File: config.mk
export PLATFORM = sky130hd
export DESIGN_NAME = uart_rx_os
export DESIGN_NICKNAME = d
export VERILOG_FILES = /design/src/rtl/uart_pkg.sv /design/src/rtl/uart_rx_fifo.sv /design/src/rtl/uart_rx_os.sv
export SDC_FILE = /design/constraint.sdc
export NUM_CORES = 1
export LEC_CHECK = 0
export BUFFER_PORTS_ARGS = -buffer_cell sky130_fd_sc_hd__buf_2
export CORE_UTILIZATION = 28
export CTS_CLUSTER_DIAMETER = 30
export DETAILED_ROUTE_END_ITERATION = 10
export PLACE_DENSITY = 0.42
export SLEW_MARGIN = 30
export SYNTH_ARGS = -nofsm -noshare
export SYNTH_HDL_FRONTEND = slang
export SYNTH_HIERARCHICAL = 1
export SYNTH_SLANG_ARGS = --single-unit
File: constraint.sdc
create_clock -name baud_clk -period 2.9 [get_ports baud_clk]
set_input_delay 0 -clock baud_clk [delete_from_list [all_inputs] [get_ports baud_clk]]
set_output_delay 0 -clock baud_clk [all_outputs]
set_load 0.01 [all_outputs]
File: src/rtl/uart_pkg.sv
// Shared types and helpers for the oversampling UART receiver.
package uart_pkg;

    typedef enum logic [2:0] {
        StIdle,
        StStart,
        StData,
        StParity,
        StStop,
        StWaitHigh
    } rx_state_e;

    // Sample offsets relative to the bit midpoint (OVERSAMPLE/2).
    localparam int SampleOffEarly = -1;
    localparam int SampleOffMid   = 0;
    localparam int SampleOffLate  = 1;

    function automatic logic majority3(input logic a, input logic b, input logic c);
        return (a & b) | (a & c) | (b & c);
    endfunction

    // Widest supported word is 9 bits; narrower words are zero-extended by the caller.
    function automatic logic parity_of(input logic [8:0] word);
        return ^word;
    endfunction

endpackage

File: src/rtl/uart_rx_fifo.sv
// Small synchronous FIFO for received words; head word is held while empty.
module uart_rx_fifo #(
    parameter int unsigned Width = 8,
    parameter int unsigned Depth = 4
) (
    input  logic                     clk_i,
    input  logic                     rst_ni,
    input  logic                     push_i,
    input  logic [Width-1:0]         data_i,
    input  logic                     pop_i,
    output logic [Width-1:0]         data_o,
    output logic                     full_o,
    output logic                     empty_o,
    output logic [$clog2(Depth):0]   count_o
);
    localparam int unsigned PtrW = $clog2(Depth);

    logic [Width-1:0] mem_q [Depth];
    logic [PtrW-1:0]  wr_ptr_q, rd_ptr_q;
    logic [PtrW:0]    count_q, count_d;
    logic [Width-1:0] hold_q;
    logic             do_push, do_pop;

    assign empty_o = (count_q == '0);
    assign full_o  = (count_q == (PtrW+1)'(Depth));
    assign do_pop  = pop_i && !empty_o;
    // A push into a full FIFO is accepted only when a pop frees a slot on the same edge.
    assign do_push = push_i && (!full_o || do_pop);
    assign data_o  = empty_o ? hold_q : mem_q[rd_ptr_q];
    assign count_o = count_q;

    always_comb begin
        count_d = count_q;
        unique case ({do_push, do_pop})
            2'b10:   count_d = count_q + 1'b1;
            2'b01:   count_d = count_q - 1'b1;
            default: count_d = count_q;
        endcase
    end

    always_ff @(posedge clk_i or negedge rst_ni) begin
        if (!rst_ni) begin
            wr_ptr_q <= '0;
            rd_ptr_q <= '0;
            count_q  <= '0;
            hold_q   <= '0;
        end else begin
            if (do_push) wr_ptr_q <= wr_ptr_q + 1'b1;
            if (do_pop)  rd_ptr_q <= rd_ptr_q + 1'b1;
            count_q <= count_d;
            hold_q  <= data_o;
        end
    end

    always_ff @(posedge clk_i) begin
        if (do_push) mem_q[wr_ptr_q] <= data_i;
    end

endmodule

File: src/rtl/uart_rx_os.sv
// Oversampling UART receiver with 3-sample majority vote and output FIFO.
// Optional parity checking is compiled in with `define UART_RX_PARITY_EN.
module uart_rx_os
    import uart_pkg::*;
#(
    parameter int unsigned DATA_BITS  = 8,
    parameter int unsigned OVERSAMPLE = 16,
    parameter int unsigned STOP_BITS  = 1,
    parameter int unsigned FIFO_DEPTH = 4,
    parameter int unsigned PARITY_ODD = 0
) (
    input  logic                          baud_clk,
    input  logic                          reset_n,
    input  logic                          rx_data_in,
    output logic [DATA_BITS-1:0]          rx_data,
    output logic                          rx_valid,
    input  logic                          rx_ready,
    output logic                          frame_err,
    output logic                          parity_err,
    output logic                          overrun,
    output logic [$clog2(FIFO_DEPTH):0]   fifo_count
);
    localparam int unsigned CntW = $clog2(OVERSAMPLE);
    localparam int unsigned BitW = 4;
    localparam logic [CntW-1:0] SampleA = CntW'(int'(OVERSAMPLE / 2) + SampleOffEarly);
    localparam logic [CntW-1:0] SampleB = CntW'(int'(OVERSAMPLE / 2) + SampleOffMid);
    localparam logic [CntW-1:0] SampleC = CntW'(int'(OVERSAMPLE / 2) + SampleOffLate);
    localparam logic [CntW-1:0] BitEnd  = CntW'(OVERSAMPLE - 1);

    if (DATA_BITS < 5 || DATA_BITS > 9 || OVERSAMPLE < 4 || (OVERSAMPLE % 2) != 0 ||
        STOP_BITS < 1 || STOP_BITS > 2 || FIFO_DEPTH < 2 ||
        (FIFO_DEPTH & (FIFO_DEPTH - 1)) != 0 || PARITY_ODD > 1) begin : g_param_err
        $error("uart_rx_os: illegal parameter set");
    end

    logic [1:0]           sync_q;
    logic                 rxs;
    rx_state_e            state_q, state_d;
    logic [CntW-1:0]      cnt_q, cnt_d;
    logic [BitW-1:0]      bit_q, bit_d;
    logic [DATA_BITS-1:0] shreg_q, shreg_d;
    logic                 samp_a_q, samp_b_q;
    logic                 maj, at_dec, at_end;
    logic                 push, fe, pe;
    logic                 fifo_full, fifo_empty, pop;

    assign rxs    = sync_q[1];
    assign maj    = majority3(samp_a_q, samp_b_q, rxs);
    assign at_dec = (cnt_q == SampleC);
    assign at_end = (cnt_q == BitEnd);

`ifdef UART_RX_PARITY_EN
    localparam logic ParityOdd = 1'(PARITY_ODD);
    logic perr_q, perr_d;
`endif

    always_comb begin
        state_d = state_q;
        cnt_d   = cnt_q;
        bit_d   = bit_q;
        shreg_d = shreg_q;
        push    = 1'b0;
        fe      = 1'b0;
        pe      = 1'b0;
`ifdef UART_RX_PARITY_EN
        perr_d  = perr_q;
`endif
        if (state_q != StIdle) cnt_d = at_end ? '0 : cnt_q + 1'b1;

        unique case (state_q)
            StIdle: begin
                cnt_d = '0;
                bit_d = '0;
`ifdef UART_RX_PARITY_EN
                perr_d = 1'b0;
`endif
                // The tick that sees the low line counts as sample slot 0.
                if (!rxs) begin
                    state_d = StStart;
                    cnt_d   = CntW'(1);
                end
            end
            StStart: begin
                if (at_dec && maj) state_d = StIdle;
                else if (at_end)   state_d = StData;
            end
            StData: begin
                if (at_dec) shreg_d = {maj, shreg_q[DATA_BITS-1:1]};
                if (at_end) begin
                    if (bit_q == BitW'(DATA_BITS - 1)) begin
                        bit_d = '0;
`ifdef UART_RX_PARITY_EN
                        state_d = StParity;
`else
                        state_d = StStop;
`endif
                    end else begin
                        bit_d = bit_q + 1'b1;
                    end
                end
            end
`ifdef UART_RX_PARITY_EN
            StParity: begin
                if (at_dec) perr_d = ((parity_of(9'(shreg_q)) ^ maj) != ParityOdd);
                if (at_end) state_d = StStop;
            end
`endif
            StStop: begin
                if (at_dec && !maj) begin
                    fe      = 1'b1;
                    state_d = StWaitHigh;
                end else if (at_dec && bit_q == BitW'(STOP_BITS - 1)) begin
                    // Leave at the decision tick so an early next start bit is caught.
                    state_d = StIdle;
`ifdef UART_RX_PARITY_EN
                    if (perr_q) pe = 1'b1;
                    else        push = 1'b1;
`else
                    push = 1'b1;
`endif
                end else if (at_end) begin
                    bit_d = bit_q + 1'b1;
                end
            end
            StWaitHigh: begin
                if (rxs) state_d = StIdle;
            end
            default: state_d = StIdle;
        endcase
    end

    always_ff @(posedge baud_clk or negedge reset_n) begin
        if (!reset_n) begin
            sync_q   <= 2'b11;
            state_q  <= StIdle;
            cnt_q    <= '0;
            bit_q    <= '0;
            shreg_q  <= '0;
            samp_a_q <= 1'b1;
            samp_b_q <= 1'b1;
`ifdef UART_RX_PARITY_EN
            perr_q   <= 1'b0;
`endif
        end else begin
            sync_q  <= {sync_q[0], rx_data_in};
            state_q <= state_d;
            cnt_q   <= cnt_d;
            bit_q   <= bit_d;
            shreg_q <= shreg_d;
            if (cnt_q == SampleA) samp_a_q <= rxs;
            if (cnt_q == SampleB) samp_b_q <= rxs;
`ifdef UART_RX_PARITY_EN
            perr_q  <= perr_d;
`endif
        end
    end

    assign pop      = rx_valid && rx_ready;
    assign rx_valid = !fifo_empty;

    uart_rx_fifo #(
        .Width (DATA_BITS),
        .Depth (FIFO_DEPTH)
    ) u_fifo (
        .clk_i   (baud_clk),
        .rst_ni  (reset_n),
        .push_i  (push),
        .data_i  (shreg_q),
        .pop_i   (pop),
        .data_o  (rx_data),
        .full_o  (fifo_full),
        .empty_o (fifo_empty),
        .count_o (fifo_count)
    );

    assign frame_err  = fe;
    assign overrun    = push && fifo_full && !pop;
`ifdef UART_RX_PARITY_EN
    assign parity_err = pe;
`else
    assign parity_err = 1'b0;
`endif

endmodule

* Word-level counts from Yosys, hierarchy flattened
Memory sizes are Yosys's and may differ from the RTL's.
Cells that the tools add are included.
** Word-level totals
- Flip-flop bits (word level) :: 38
- Latch bits :: 0
- RAM bits :: 32
- Bits in read-only memories :: 0
- Bits of input ports :: 4
- Output and inout bits :: 15
- Logic and storage cells :: 95
- Memories kept :: 1
** Memories
- u_fifo.mem_q :: depth 4, bits a word 8, read ports 1, clocked after Yosys merged registers in 0, write ports 1, RTL line uart_rx_fifo.sv:18 : logic [Width-1:0] mem_q [Depth];
** Operators by class
- $add $sub $neg :: 6
- Multiply operators :: 0
- Divide/modulo/power cells :: 0
- Order comparisons :: 0
- Eq/ne operators :: 21
- Shift-type cells :: 0
- Muxes and demuxes :: 28
- Bitwise operators :: 5
- Reduce and logical (&&, ||, !) cells :: 23
** Operator list (number)
- two-way mux 4 bit :: 8
- two-way mux 3 bit :: 8
- one-hot mux 3 bit (5 select lines) :: 1
- != test 2 bit, second input constant :: 7
- == test 4 bit, second input constant :: 3
- one-hot mux 4 bit (3 select lines) :: 1
- == test 3 bit, second input constant :: 3
- adder 4 x 1 -> 4 bit, second input constant :: 2
- == test 4 x 3 -> 1 bit, second input constant :: 2
- logical AND 1 bit :: 8
- two-way mux 1 bit :: 8
- two-way mux 8 bit :: 1
- logical NOT 3 bit :: 2
- != test 3 bit, second input constant :: 2
- one-hot mux 3 bit (2 select lines) :: 1
- AND reduction 6 bit :: 1
- nonzero test 3 bit :: 2
- AND reduction 5 bit :: 1
- adder 2 x 1 -> 2 bit, second input constant :: 2
- logical NOT 1 bit :: 4
- logical NOT 4 bit :: 1
- nonzero test 2 bit :: 2
- adder 3 x 1 -> 3 bit, second input constant :: 1
- bitwise AND 1 bit :: 3
- 8 further kinds :: 9

* Depth between registers and ports, before layout
- Depth after elaboration :: 10
- Mapped depth :: 12

* By module
Netlist, hierarchy kept.
** By module, submodules not included
- uart_rx_fifo :: instances 1, cells each 129, area each 2035.7 um2, seq. area each 1336.3 um2
- uart_rx_os :: instances 1, cells each 116, area each 1231.2 um2, seq. area each 580.6 um2

* Worst setup path after synthesis
Ideal clock, no wire load.
- Kind :: reg-to-reg
- Start point :: register u_fifo.count_q[2] (netlist: u_fifo/count_o[2])
- End point :: register u_fifo.count_q[1] (netlist: u_fifo/count_o[1])
- Arrival :: 2.510 ns
- Required time :: 2.818 ns
- Setup slack :: 0.308 ns
- Stages on the path, launching flop included :: 11
- Cell sequence :: dfrtp_1 buf_4 or3_4 clkinv_1 nor2b_1 buf_6 or2b_1 nand2b_1 fa_1 a2111o_1 a22oi_2
** Between the ends
- Word-level cells in the longest chain between the ends :: 8
- Elaborated cells between the ends (all ways) :: 12
- Those cells by class :: eq/ne: 3; mux: 1; reduce/logical: 8
** Ends and longest elaborated chain
- start, declared :: RTL line uart_rx_fifo.sv:20 : logic [PtrW:0] count_q, count_d;
- start signal, assigned :: RTL line uart_rx_fifo.sv:50 : count_q <= count_d;
- logical NOT 3 bit (*) :: RTL line uart_rx_fifo.sv:24 : assign empty_o = (count_q == '0);
- named net fifo_empty :: RTL line uart_rx_os.sv:45 : logic fifo_full, fifo_empty, pop;
- logical NOT 1 bit (*) :: RTL line uart_rx_os.sv:159 : assign rx_valid = !fifo_empty;
- logical AND 1 bit (*) :: RTL line uart_rx_os.sv:158 : assign pop = rx_valid && rx_ready;
- named net pop :: RTL line uart_rx_os.sv:45
- logical AND 1 bit (*) :: RTL line uart_rx_fifo.sv:26 : assign do_pop = pop_i && !empty_o;
- logical OR 1 bit :: RTL line uart_rx_fifo.sv:28 : assign do_push = push_i && (!full_o || do_pop);
- logical AND 1 bit :: RTL line uart_rx_fifo.sv:28
- == test 2 x 1 -> 1 bit or == test 2 bit (tied branches) :: RTL line uart_rx_fifo.sv:34 : unique case ({do_push, do_pop})
- one-hot mux 3 bit (2 select lines) or nonzero test 2 bit (tied branches)
Mark *: on every way through the listed nets, which the timed path passes. The rest lies on a longest branch.
A chain may end at the register's enable or synchronous reset.

* Worst setup path after layout
- Start point :: register sync_q[1]
- End point :: register u_fifo.count_q[1] (netlist: u_fifo/count_o[1])
** Between the ends
- Word-level cells in the longest chain between the ends :: 10
- Elaborated cells between the ends (all ways) :: 13
- Those cells by class :: eq/ne: 2; mux: 3; bitwise: 4; reduce/logical: 4
** Ends and longest elaborated chain
- start, declared :: RTL line uart_rx_os.sv:36 : logic [1:0] sync_q;
- start signal, assigned :: RTL line uart_rx_os.sv:145 : sync_q <= {sync_q[0], rx_data_in};
- bitwise AND 1 bit :: RTL line uart_pkg.sv:19 : return (a & b) | (a & c) | (b & c);
- bitwise OR 1 bit :: RTL line uart_pkg.sv:19
- bitwise OR 1 bit (*) :: RTL line uart_pkg.sv:19
- logical NOT 1 bit (*) :: RTL line uart_rx_os.sv:109 : if (at_dec && !maj) begin
- logical AND 1 bit (*) :: RTL line uart_rx_os.sv:109
- two-way mux 1 bit (*) :: RTL line uart_rx_os.sv:109
- two-way mux 1 bit (*) :: RTL line uart_rx_os.sv:70 : unique case (state_q)
- named net push :: RTL line uart_rx_os.sv:44 : logic push, fe, pe;
- logical AND 1 bit (*) :: RTL line uart_rx_fifo.sv:28
- == test 2 x 1 -> 1 bit or == test 2 bit (tied branches) :: RTL line uart_rx_fifo.sv:34
- one-hot mux 3 bit (2 select lines) or nonzero test 2 bit (tied branches)
Marked as above.

==> results.cfg <==
[outcome]
outcome = finished, final reports clean

[place]
gp_congestion = 0.727
dp.cells = 401
count_of_port_buffers_added_during_placement = 17
dp_wirelength_um = 3960
detailed_place.area_um2 = 3500

[power]
total_power_mw = 3.19
power.density_nw_per_um2 = 839
vdd_drop_max_v = 0.000384
total_leakage_power_nw = 1.57

[synthesis]
dominant_synthesized_flop_cell = dfrtp_1
synth_nets = 259
netlist_instances = 245
synth_sequential_area_ratio = 0.587
synthDistinctLibCells = 60
flop_and_latch_count_out_of_synthesis = 70
number_of_enable_flip_flop_cells_after_synthesis = 32
synthesis.area_um2 = 3270
synth-warning-count = 6
syn_avg_cell_area_um2 = 13.3
async_reset_ff_frac = 0.543

[clock_network]
clk_root_buffer_cell = clkbuf_16
clock_latency_ps = 320
clkSinkCount = 70
post_cts_clock_slew_at_the_launch_and_capture_registers_of_the_worst_setup_and_hold_paths_ps = 50
cts_resized = 0
tritoncts.num_buffers = 9
cts_tree = yes
cts.path.max_buffers = 2
clock_tree.htree_level_count = 3

[route]
remaining_drc_errors = 0
detail_route.vias_per_cell = 4.53
initialDrtViolationCount = 108
drt-total-wl_um = 5880
postRouteAntennaNets = 0
overall_via_count_from_detail_route = 1897
drt_pre_antenna_iters = 4
routedWlPerCell_um = 14.0

[global_route]
grt_first_pass_wirelength_um = 9350
grt_overflow = 0
grt_pass1_vias = 1815
largest_net_degree_at_the_start_of_global_routing = 39
antenna_violations_before_repair = 0
grt_usage = 0.107

[sta]
slew_headroom = 0.587
layout_worst_path_cycle_share = 0.891
clock_skew_ps = 3.93
final.min_clock_period_ps = 2580
rsz0062_at_grt = no
drv_slew = 0
hold_viol = 0
fin_setup_tns_ps = 0
setup_violations = 0
timing_worst_slew_pin_value_ps = 615
fmax_ghz = 0.387

[die]
dieArea_um2 = 12100
starting_density_of_the_core = 0.287
dieHeight_um = 110
ios = 19
placementRows = 39
fp.dieW_um = 110
fp.coreArea_um2 = 11400

[worst_setup_path]
worst_path_max_delay_cell = fa_1
startpoint_kind_of_the_worst_setup_timing_path = flop
endpoint_kind = flop
critPathArrivalTime_ps = 2830
critPathMaxFanout = 7
critical_path.most_common_cell = and3_1
crit_required_ps = 3150
crit_chain = maj3_2, and3_1, and3_1, or2b_1, nand2b_1, fa_1, a2111o_1, a22oi_2
worst-setup-path-type = reg -> reg
crit_path_max_incr_delay_ps = 470

[final_layout]
fillerInstances = 1120
areaGrowthSynthToFinish_pct = 16.2
layout_commonest_cell = dfrtp_1
fraction_of_final_layout_cells_with_drive_strength_greater_than_1 = 0.290
multiInputGateArea_um2 = 1210
final_cell_mix = dfrtp_1 (34), nand2_1 (33), edfxtp_1 (32)
fin_area_um2 = 3790
antenna_cells_inserted = 0
fin_nets = 285
final_util = 0.334
fin_cells = 419
sequential_cell_area_um2 = 1920

[worst_hold_path]
min-delay-path-class = in -> async

[run]
timing.max_cap.violations = 0
## Yosys cell counts, drive strengths merged (2+ instances only)
| cell | number | area share |
|---|---|---|
| inv | 12 | 0.014 |
| maj3 | 2 | 0.0069 |
| and2b | 2 | 0.0054 |
| ha | 9 | 0.034 |
| mux2 | 11 | 0.039 |
| nor2b | 3 | 0.0057 |
| clkbuf | 2 | 0.0023 |
| nand2 | 33 | 0.038 |
| mux4 | 8 | 0.055 |
| buf | 9 | 0.025 |
| or3 | 3 | 0.0073 |
| xnor2 | 5 | 0.013 |
| nand3 | 6 | 0.015 |
| nor3 | 2 | 0.0031 |
| dfstp | 4 | 0.032 |
| o41ai | 2 | 0.0077 |
| mux2i | 3 | 0.0092 |
| nand2b | 3 | 0.0080 |
| o22ai | 2 | 0.0038 |
| dfrtp | 34 | 0.26 |
| a22oi | 2 | 0.0061 |
| nand3b | 3 | 0.0069 |
| a21oi | 7 | 0.012 |
| o211ai | 2 | 0.0046 |
| nor2 | 12 | 0.014 |
| edfxtp | 32 | 0.29 |
| o21ai | 5 | 0.0077 |
| and3 | 3 | 0.0061 |
| a31oi | 2 | 0.0038 |
| and2 | 6 | 0.013 |
| and3b | 3 | 0.0084 |
## worst paths after layout
path                       depth (start not counted)                 end      start  slack (ps)
min reg2reg                                        0           sync_q[1]  sync_q[0]         360
max reg2reg                                        8   u_fifo/count_o[1]  sync_q[1]         320
min                                                2            bit_q[3]    reset_n         190
min in group baud_clk                              5  u_fifo/rd_ptr_q[0]   rx_ready         250
max in group asynchronous                          2           sync_q[1]    reset_n        2340
max                                                8   u_fifo/count_o[1]  sync_q[1]         320
## through the flow
stage	hold slack, ps	worst slack [ps]
6_report	192	316
5_1_grt	253	212
2_1_floorplan	-296	308
3_5_place_dp	117	333
4_1_cts	252	313
3_3_place_gp	108	382
## logic make-up after synthesis
| kind of cell | synth area share |
|---|---|
| AND/OR/NAND/NOR | 0.136 |
| flip-flops | 0.587 |
| AO/OA/AOI/OAI | 0.0678 |
| buffers and inverters | 0.0417 |
| multiplexers | 0.103 |
| adder cells (fa/ha/maj) | 0.0475 |
| XOR/XNOR | 0.0161 |
| other | 0.00115 |
## repair_timing
item | in CTS | in global routing
endpoints found under the setup margin | 0 | 0
hold buffers | 2 | 0
setup buffers | 0 | 0
hold endpoints to repair | 35 | 0
## state kept, by name (all words and copies together), names as in the netlist
name,count
sync_q,2
u_fifo/hold_q,8
u_fifo/count_o,3
samp_b_q,1
samp_a_q,1
shreg_q,8
u_fifo/rd_ptr_q,2
u_fifo/mem_q,32
u_fifo/wr_ptr_q,2
cnt_q,4
bit_q,4
state_q,3
## critical path: cells and delay by family (launching register included)
kind                       cells  cell delay [ps]
adders and majority gates      2              830
DFF                            1              390
and+or+nand+nor                4              800
AOI/OAI and AO/OA              2              490
## routing by layer
| metal | global-route usage | share of wire |
|---|---|---|
| met5 | 0 | 0 |
| met4 | 0.0600 | 0.020 |
| met3 | 0.0282 | 0.035 |
| met2 | 0.164 | 0.47 |
| met1 | 0.138 | 0.47 |
## final cells by class
cell class                      instances  share of cell area
Multi-Input combinational cell        151               0.320
Tap cell                              143              0.0471
Timing Repair Buffer                   26              0.0422
Clock inverter                          5             0.00890
Sequential cell                        70               0.505
Clock buffer                           11              0.0640
Inverter                               13              0.0129
## power breakdown
group | leakage [nW] | total, mW | switching [mW] | internal (mW)
registers | 0.771 | 1.33 | 0.158 | 1.18
logic | 0.668 | 0.861 | 0.457 | 0.404
clock network | 0.132 | 0.991 | 0.390 | 0.601
Note: power is estimated with default switching activity, not from simulation.
